**config.mk**
```make
export PLATFORM = sky130hd
export DESIGN_NAME = seven_seg_scanner
export DESIGN_NICKNAME = d
export VERILOG_FILES = /design/src/rtl/seven_seg_scanner.sv
export SDC_FILE = /design/constraint.sdc
export NUM_CORES = 1
export LEC_CHECK = 0
export ABC_AREA = 0
export CAP_MARGIN = 10
export CORE_ASPECT_RATIO = 1.75
export CORE_UTILIZATION = 30
export CTS_CLUSTER_DIAMETER = 200
export DETAILED_ROUTE_END_ITERATION = 8
export GPL_ROUTABILITY_DRIVEN = 0
export GPL_TIMING_DRIVEN = 0
export PLACE_DENSITY = 0.6
export SETUP_SLACK_MARGIN = 0.4
export SLEW_MARGIN = 20
export SYNTH_ARGS = -nofsm -noshare
export SYNTH_HDL_FRONTEND = slang
export SYNTH_SLANG_ARGS = --single-unit
```
**constraint.sdc**
```tcl
create_clock -name clk -period 3.4 [get_ports clk]
set_clock_uncertainty 0.05 [all_clocks]
set_input_delay 0.51 -clock clk [delete_from_list [all_inputs] [get_ports clk]]
set_output_delay 0.51 -clock clk [all_outputs]
set_load 0.01 [all_outputs]
```
**src/rtl/seven_seg_scanner.sv**
```systemverilog
`default_nettype none
// ============================================================================
// Module   : seven_seg_scanner
// Brief    : N-digit multiplexed seven-segment driver with prescaler, PWM
//            brightness, blink/blank/dp control and frame-coherent capture.
// Revision : 1.0  initial release
// ============================================================================
module seven_seg_scanner #(
  parameter int NUM_DIGITS   = 4,
  parameter int SCAN_DIV     = 100000,
  parameter int BLINK_FRAMES = 64,
  parameter bit ACTIVE_LOW   = 1'b1
) (
  input  logic                    clk,
  input  logic                    reset,
  input  logic [7*NUM_DIGITS-1:0] seg_data,
  input  logic [NUM_DIGITS-1:0]   dp,
  input  logic [NUM_DIGITS-1:0]   blank,
  input  logic [NUM_DIGITS-1:0]   blink,
  input  logic [3:0]              brightness,
  output logic [NUM_DIGITS-1:0]   an,
  output logic [6:0]              sseg,
  output logic                    dp_out,
  output logic                    frame_start
);

  localparam int c_SLOT_W = $clog2(SCAN_DIV);
  localparam int c_DIG_W  = $clog2(NUM_DIGITS);
  localparam int c_FRM_W  = (BLINK_FRAMES > 1) ? $clog2(BLINK_FRAMES) : 1;

  localparam logic [c_SLOT_W-1:0] c_SLOT_MAX = c_SLOT_W'(SCAN_DIV - 1);
  localparam logic [c_SLOT_W-1:0] c_SLOT_ONE = c_SLOT_W'(1);
  localparam logic [c_DIG_W-1:0]  c_DIG_MAX  = c_DIG_W'(NUM_DIGITS - 1);
  localparam logic [c_DIG_W-1:0]  c_DIG_ONE  = c_DIG_W'(1);
  localparam logic [c_FRM_W-1:0]  c_FRM_MAX  = c_FRM_W'(BLINK_FRAMES - 1);
  localparam logic [c_FRM_W-1:0]  c_FRM_ONE  = c_FRM_W'(1);

  // Scan counters
  logic [c_SLOT_W-1:0] r_slot_cnt;
  logic [c_DIG_W-1:0]  r_digit;
  logic [c_FRM_W-1:0]  r_frame_cnt;
  logic                r_blink_phase;

  // Shadow copies of the display inputs, refreshed once per frame
  logic [7*NUM_DIGITS-1:0] r_seg_s;
  logic [NUM_DIGITS-1:0]   r_dp_s;
  logic [NUM_DIGITS-1:0]   r_blank_s;
  logic [NUM_DIGITS-1:0]   r_blink_s;
  logic [3:0]              r_bright_s;

  logic                  w_slot_wrap;
  logic                  w_frame_end;
  logic [3:0]            w_pwm;
  logic [6:0]            w_seg_cur;
  logic                  w_dp_cur;
  logic                  w_blank_cur;
  logic                  w_blink_cur;
  logic                  w_lit;
  logic [NUM_DIGITS-1:0] w_digit_sel;
  logic [NUM_DIGITS-1:0] w_an_raw;
  logic [6:0]            w_sseg_raw;
  logic                  w_dp_raw;

  assign w_slot_wrap = (r_slot_cnt == c_SLOT_MAX);
  assign w_frame_end = w_slot_wrap && (r_digit == '0);
  assign w_pwm       = r_slot_cnt[3:0];

  always_ff @(posedge clk) begin
    if (reset) begin
      r_slot_cnt    <= '0;
      r_digit       <= c_DIG_MAX;
      r_frame_cnt   <= '0;
      r_blink_phase <= 1'b0;
    end else begin
      if (w_slot_wrap) begin
        r_slot_cnt <= '0;
        r_digit    <= (r_digit == '0) ? c_DIG_MAX : (r_digit - c_DIG_ONE);
      end else begin
        r_slot_cnt <= r_slot_cnt + c_SLOT_ONE;
      end

      if (w_frame_end) begin
        if (r_frame_cnt == c_FRM_MAX) begin
          r_frame_cnt   <= '0;
          r_blink_phase <= ~r_blink_phase;
        end else begin
          r_frame_cnt <= r_frame_cnt + c_FRM_ONE;
        end
      end
    end
  end

  // Loading throughout reset means the first frame after release is valid
  always_ff @(posedge clk) begin
    if (reset || w_frame_end) begin
      r_seg_s    <= seg_data;
      r_dp_s     <= dp;
      r_blank_s  <= blank;
      r_blink_s  <= blink;
      r_bright_s <= brightness;
    end
  end

  always_comb begin
    w_seg_cur   = '0;
    w_dp_cur    = 1'b0;
    w_blank_cur = 1'b0;
    w_blink_cur = 1'b0;
    w_digit_sel = '0;
    for (int i = 0; i < NUM_DIGITS; i++) begin
      if (r_digit == c_DIG_W'(i)) begin
        w_seg_cur      = r_seg_s[7*i +: 7];
        w_dp_cur       = r_dp_s[i];
        w_blank_cur    = r_blank_s[i];
        w_blink_cur    = r_blink_s[i];
        w_digit_sel[i] = 1'b1;
      end
    end
  end

  assign w_lit = ~reset & ~w_blank_cur & (~w_blink_cur | ~r_blink_phase)
               & (w_pwm <= r_bright_s);

  assign w_an_raw   = w_lit ? w_digit_sel : '0;
  assign w_sseg_raw = w_lit ? w_seg_cur : 7'h00;
  assign w_dp_raw   = w_lit & w_dp_cur;

  generate
    if (ACTIVE_LOW) begin : g_active_low
      assign an     = ~w_an_raw;
      assign sseg   = ~w_sseg_raw;
      assign dp_out = ~w_dp_raw;
    end else begin : g_active_high
      assign an     = w_an_raw;
      assign sseg   = w_sseg_raw;
      assign dp_out = w_dp_raw;
    end
  endgenerate

  assign frame_start = ~reset & (r_slot_cnt == '0) & (r_digit == c_DIG_MAX);

endmodule
`default_nettype wire

```
* Yosys cells after proc, flatten, opt, wreduce, memory -nomap -nowiden
Cells that the tools add are included.
Word-level totals: flip-flop bits (word level) 70, input bits 46, word-level logic and storage cells 62
Operators by class: add/sub/neg operators 3, order comparisons 1, eq/ne operators 5, muxes and demuxes 24, bitwise operators 14, reductions and logical operators 6
Operators by type and width (count):
- 7-bit two-way mux | 5
- 17-bit by 1-bit adder with 17-bit output, second input constant | 1
- 17-bit == test, second input constant | 1
- 17-bit logical NOT | 1
- 1-bit two-way mux | 16
- 7-bit inverter | 1
- 6-bit by 1-bit adder with 6-bit output, second input constant | 1
- 1-bit AND | 6
- 6-bit == test, second input constant | 1
- 6-bit two-way mux | 1
- 1-bit inverter | 5
- 2-bit == test, second input constant | 2
- 4-bit <= comparator | 1
- 4-bit two-way mux | 1
- 4-bit inverter | 1
- 2-bit by 1-bit == test with 1-bit output, second input constant | 1
- 2-bit logical NOT | 1
- 2-bit two-way mux | 1
- 2-bit AND reduction | 1
- 2-bit OR reduction | 1
- 2-bit by 1-bit subtractor with 2-bit output, second input constant | 1
- 1-bit logical AND | 1
- 1-bit logical OR | 1
- 1-bit OR | 1

* Longest topological paths before layout
depth in word-level cells 11, depth in mapped cells 9, gate-level depth less buffers 7

* Least setup slack after synthesis
Ideal clock, no wire load.
path type flip-flop to flip-flop, start register r_slot_cnt[6], end register r_blank_s[0] (enable), arrival time 2.468 ns, required time 2.948 ns, path slack 0.480 ns, stages on the path, launching flop included 5, buffers on the path 0, cells stage by stage dfxtp_1 -> or4_4 -> nor4_4 -> nand3_4 -> or2b_1
Between the ends: cells in the longest elaborated chain, start to end 3
RTL lines:
- from (decl) | RTL line 39 | logic [c_SLOT_W-1:0] r_slot_cnt;
- from (signal assigned) | RTL line 79 | r_slot_cnt <= r_slot_cnt + c_SLOT_ONE;
- 17-bit == test | RTL line 64 | assign w_slot_wrap = (r_slot_cnt == c_SLOT_MAX);
- 1-bit logical AND | RTL line 65 | assign w_frame_end = w_slot_wrap && (r_digit == '0);
- 1-bit logical OR | RTL line 95 | if (reset || w_frame_end) begin
- to (signal assigned) | RTL line 98 | r_blank_s <= blank;
- to (decl) | RTL line 47 | logic [NUM_DIGITS-1:0] r_blank_s;
Every way passes these cells. A chain may end at the register's enable or synchronous reset.

* Final worst setup path
start register r_digit[0], end output an[2]
Between the ends: cells in the longest elaborated chain, start to end 11, elaborated cells on any way between the ends 21, classes of those cells eq/ne: 3; mux: 10; bitwise: 7; reduce/logical: 1
RTL lines:
- from (decl) | RTL line 40 | logic [c_DIG_W-1:0] r_digit;
- from (signal assigned) | RTL line 71 | r_digit <= c_DIG_MAX;
- from (signal assigned) | RTL line 77 | r_digit <= (r_digit == '0) ? c_DIG_MAX : (r_digit - c_DIG_ONE);
- 2-bit logical NOT | RTL line 111 | if (r_digit == c_DIG_W'(i)) begin
- 1-bit two-way mux (4 in series) | RTL line 111
- 1-bit inverter | RTL line 121 | assign w_lit = ~reset & ~w_blank_cur & (~w_blink_cur | ~r_blink_phase)
- 1-bit AND / 1-bit OR (equally long branches) | RTL line 121
- 1-bit AND | RTL line 121
- 1-bit AND | RTL line 122 | & (w_pwm <= r_bright_s);
- 4-bit two-way mux (*) | RTL line 124 | assign w_an_raw = w_lit ? w_digit_sel : '0;
- 4-bit inverter (*) | RTL line 130 | assign an = ~w_an_raw;
- to (decl) | RTL line 21 | output logic [NUM_DIGITS-1:0] an,
Every way passes the cells marked *; elsewhere a longest branch is shown, timed or not.

==> metrics.txt <==
outcome=finished, final reports clean; syn_area_per_cell=11.4 um2; Synth area leaders=edfxtp_1, dfxtp_1, ha_1, nand2_1, nor2_1; WP data required=approximately 2.8 ns; area of the core=~9800 um2; synthesized area=~3000 um2; CP max stage delay=0.38 ns; crit path max fanout=5; die area=~11,000 um2; CTS tree=built; Starting Density=0.309; GRT Total Usage=0.138; Util after Layout=0.428; WP data arrival=about 2.3 ns; vias per cell=4.79; fin nets=approximately 400; port bufs=58; slowest CP cell=dfxtp_4; leakage power=roughly 1.5 nW; actual transition at the worst max-transition pin=approximately 0.53 ns; clock-pin slew on the worst setup and hold paths=around 0.050 ns; Final HPWL DP=between 4 and 5 mm; share of post-route cells with drive strength above 1=0.135; Slew Viols, Final=0; Post-synth top cells=edfxtp_1, nand2_1, nor2_1, dfxtp_1, nand3_1; peak supply drop=~0.25 mV; Sink Count=70; Hold Vio Cnt, Final=0; Netlist cell types=37; post-synth top area share=0.434; Critical Path, Cell by Cell=inv_2, ha_4, nor2b_1, clkbuf_8, a221oi_2, o31ai_2, a211oi_2, buf_4, clkbuf_8, nand2_1, dlygate4sd2_1; post-synthesis register bit count=70; crit-path most repeated cell=clkbuf_8; number of global-route vias before repair=about 2,200; Final Cycle Share=0.852; die extent in x=78.1 um; Max Cap Viol=0; chip height=around 140 um; count leader, synth=edfxtp_1; grt total ovfl=0; Mapped Nets=323; 1st-iter DRT viols=between 100 and 150; asr flop ratio synth=0; f_max=345 MHz; total power=0.00194 W; sequential-to-total area share from yosys stat=0.606; largest net degree at the start of global routing=29; fillers=approximately 960; CP Class=register to primary output; CP endpoint kind=primary output; overall via count from detail_route=between 2,000 and 2,500; Slew HR=0.645; clk_lat worst skew=between 0.3 and 0.4 ns; number of synthesized flops with an enable pin=44; initial antenna violation count=0; clock root cell=clkbuf_16; detailed-router iteration count before antenna repair=4; Top Ports=between 50 and 60; Worst Hold Class=register to register; antenna-violating nets left=0; Final WS setup=roughly 0.5 ns; Synthesis Warnings=0; wirelength, routed=6.63 mm; biggest area consumer among synthesized cells=edfxtp_1; Finish-stage setup viols=0; power density cells=461 nW/um2; Tmin final=just under 3 ns; Max clock buf depth=2; critical path startpoint category=register; H-tree levels=3; # DRC=0; dominant synthesized flop cell=edfxtp_1; cts bufs inserted=9; P&R area growth vs syn=38.6%; wire length per cell=around 14 um; Row Count=48; first-pass GRT wire length=~11 mm; # diodes=0; RSZ-0062 raised after global routing=yes; Post-Syn Instances=approximately 270; dpl ws=-0.291 ns
through the flow:
step / cell area, um2 / hold WS (ns) / cells / setup TNS, ns
4_1_cts: 4180 / 0.428 / 471 / 0
6_report: 4220 / 0.423 / 472 / 0
3_3_place_gp: 3780 / 0.413 / 449 / -2.88
5_1_grt: 4220 / 0.459 / 472 / 0
3_5_place_dp: 3800 / 0.415 / 450 / -2.62
2_1_floorplan: 3040 / 0.391 / 266 / 0
registers in the layout, indices dropped and copies added, names as in the netlist:
register and flops:
r_slot_cnt 17, r_dp_s 4, r_blink_s 4, r_frame_cnt 6
r_blank_s 4, r_bright_s 4, r_seg_s 28, r_digit 2
r_blink_phase 1
power by group:
part           leakage (nW)  total [W]  switching, W  internal [W]
Clock                 0.146   0.000867      0.000335      0.000532
Combinational         0.738   0.000128     0.0000513     0.0000768
Sequential            0.640   0.000950     0.0000123      0.000938
layout by cell type (no fill, tap or decap), drive strengths merged, types with 10 or more instances in the layout:
master / Yosys / layout
clkdlybuf4s50: 0 / 45
edfxtp: 44 / 44
nand2: 28 / 28
nor2: 27 / 27
dfxtp: 26 / 26
clkbuf: 10 / 21
nand3: 13 / 13
inv: 11 / 13
nor2b: 11 / 11
ha: 11 / 11
a21oi: 10 / 10
xor2: 10 / 10
path summary, 6_finish.rpt:
path	startpoint	endpoint	slack, ns	cells after the start
setup / recovery	r_digit[0]$_SDFFE_PP1N_	an[2]	0.50	11
hold / removal	r_slot_cnt[0]$_SDFF_PP0_	r_slot_cnt[0]$_SDFF_PP0_	0.42	1
setup reg to reg	r_slot_cnt[6]$_SDFF_PP0_	r_seg_s[0]$_DFFE_PP_	0.82	5
hold reg to reg	r_slot_cnt[0]$_SDFF_PP0_	r_slot_cnt[0]$_SDFF_PP0_	0.42	1
cell families after synthesis:
kind of cell	after synthesis	synth area share
flops	70	0.606
xor+xnor	17	0.0490
mux	1	0.00329
buf+inv	22	0.0276
fa+ha+maj	11	0.0452
compound gates	36	0.0815
simple gates	109	0.188
timing repair:
item,4_1_cts,5_1_grt
setup buffers,4,1
gates cloned,1,0
pin swaps,4,0
endpoints found under the setup margin,13,13
hold buffers,0,0
gates resized for setup,34,13
hold endpoints to repair,0,0
metal layers:
layer,vias to the layer above,track usage,part of all wire
met3,12,0.0384,0.041
met2,58,0.257,0.56
met1,1080,0.135,0.38
li1,1109,-,-
met4,0,0.0720,0.022
met5,-,0,0
cell type report:
type                            instances  area [um2]  area share
Clock buffer                           11         253      0.0599
Inverter                               11        41.3     0.00979
Buffer                                 11        68.8      0.0163
Tap cell                              125         156      0.0371
Timing Repair Buffer                   65         641       0.152
Sequential cell                        70        1850       0.439
Clock inverter                          5        31.3     0.00742
Multi-Input combinational cell        174        1180       0.279
worst max-delay path, delay by kind of cell (launching register included):
family / cells / cell delay [ns]
buf+inv: 5 / 0.77
compound gates: 3 / 0.52
flops: 1 / 0.38
simple gates: 2 / 0.18
fa+ha+maj: 1 / 0.15
(Power assumes the default switching activity.)
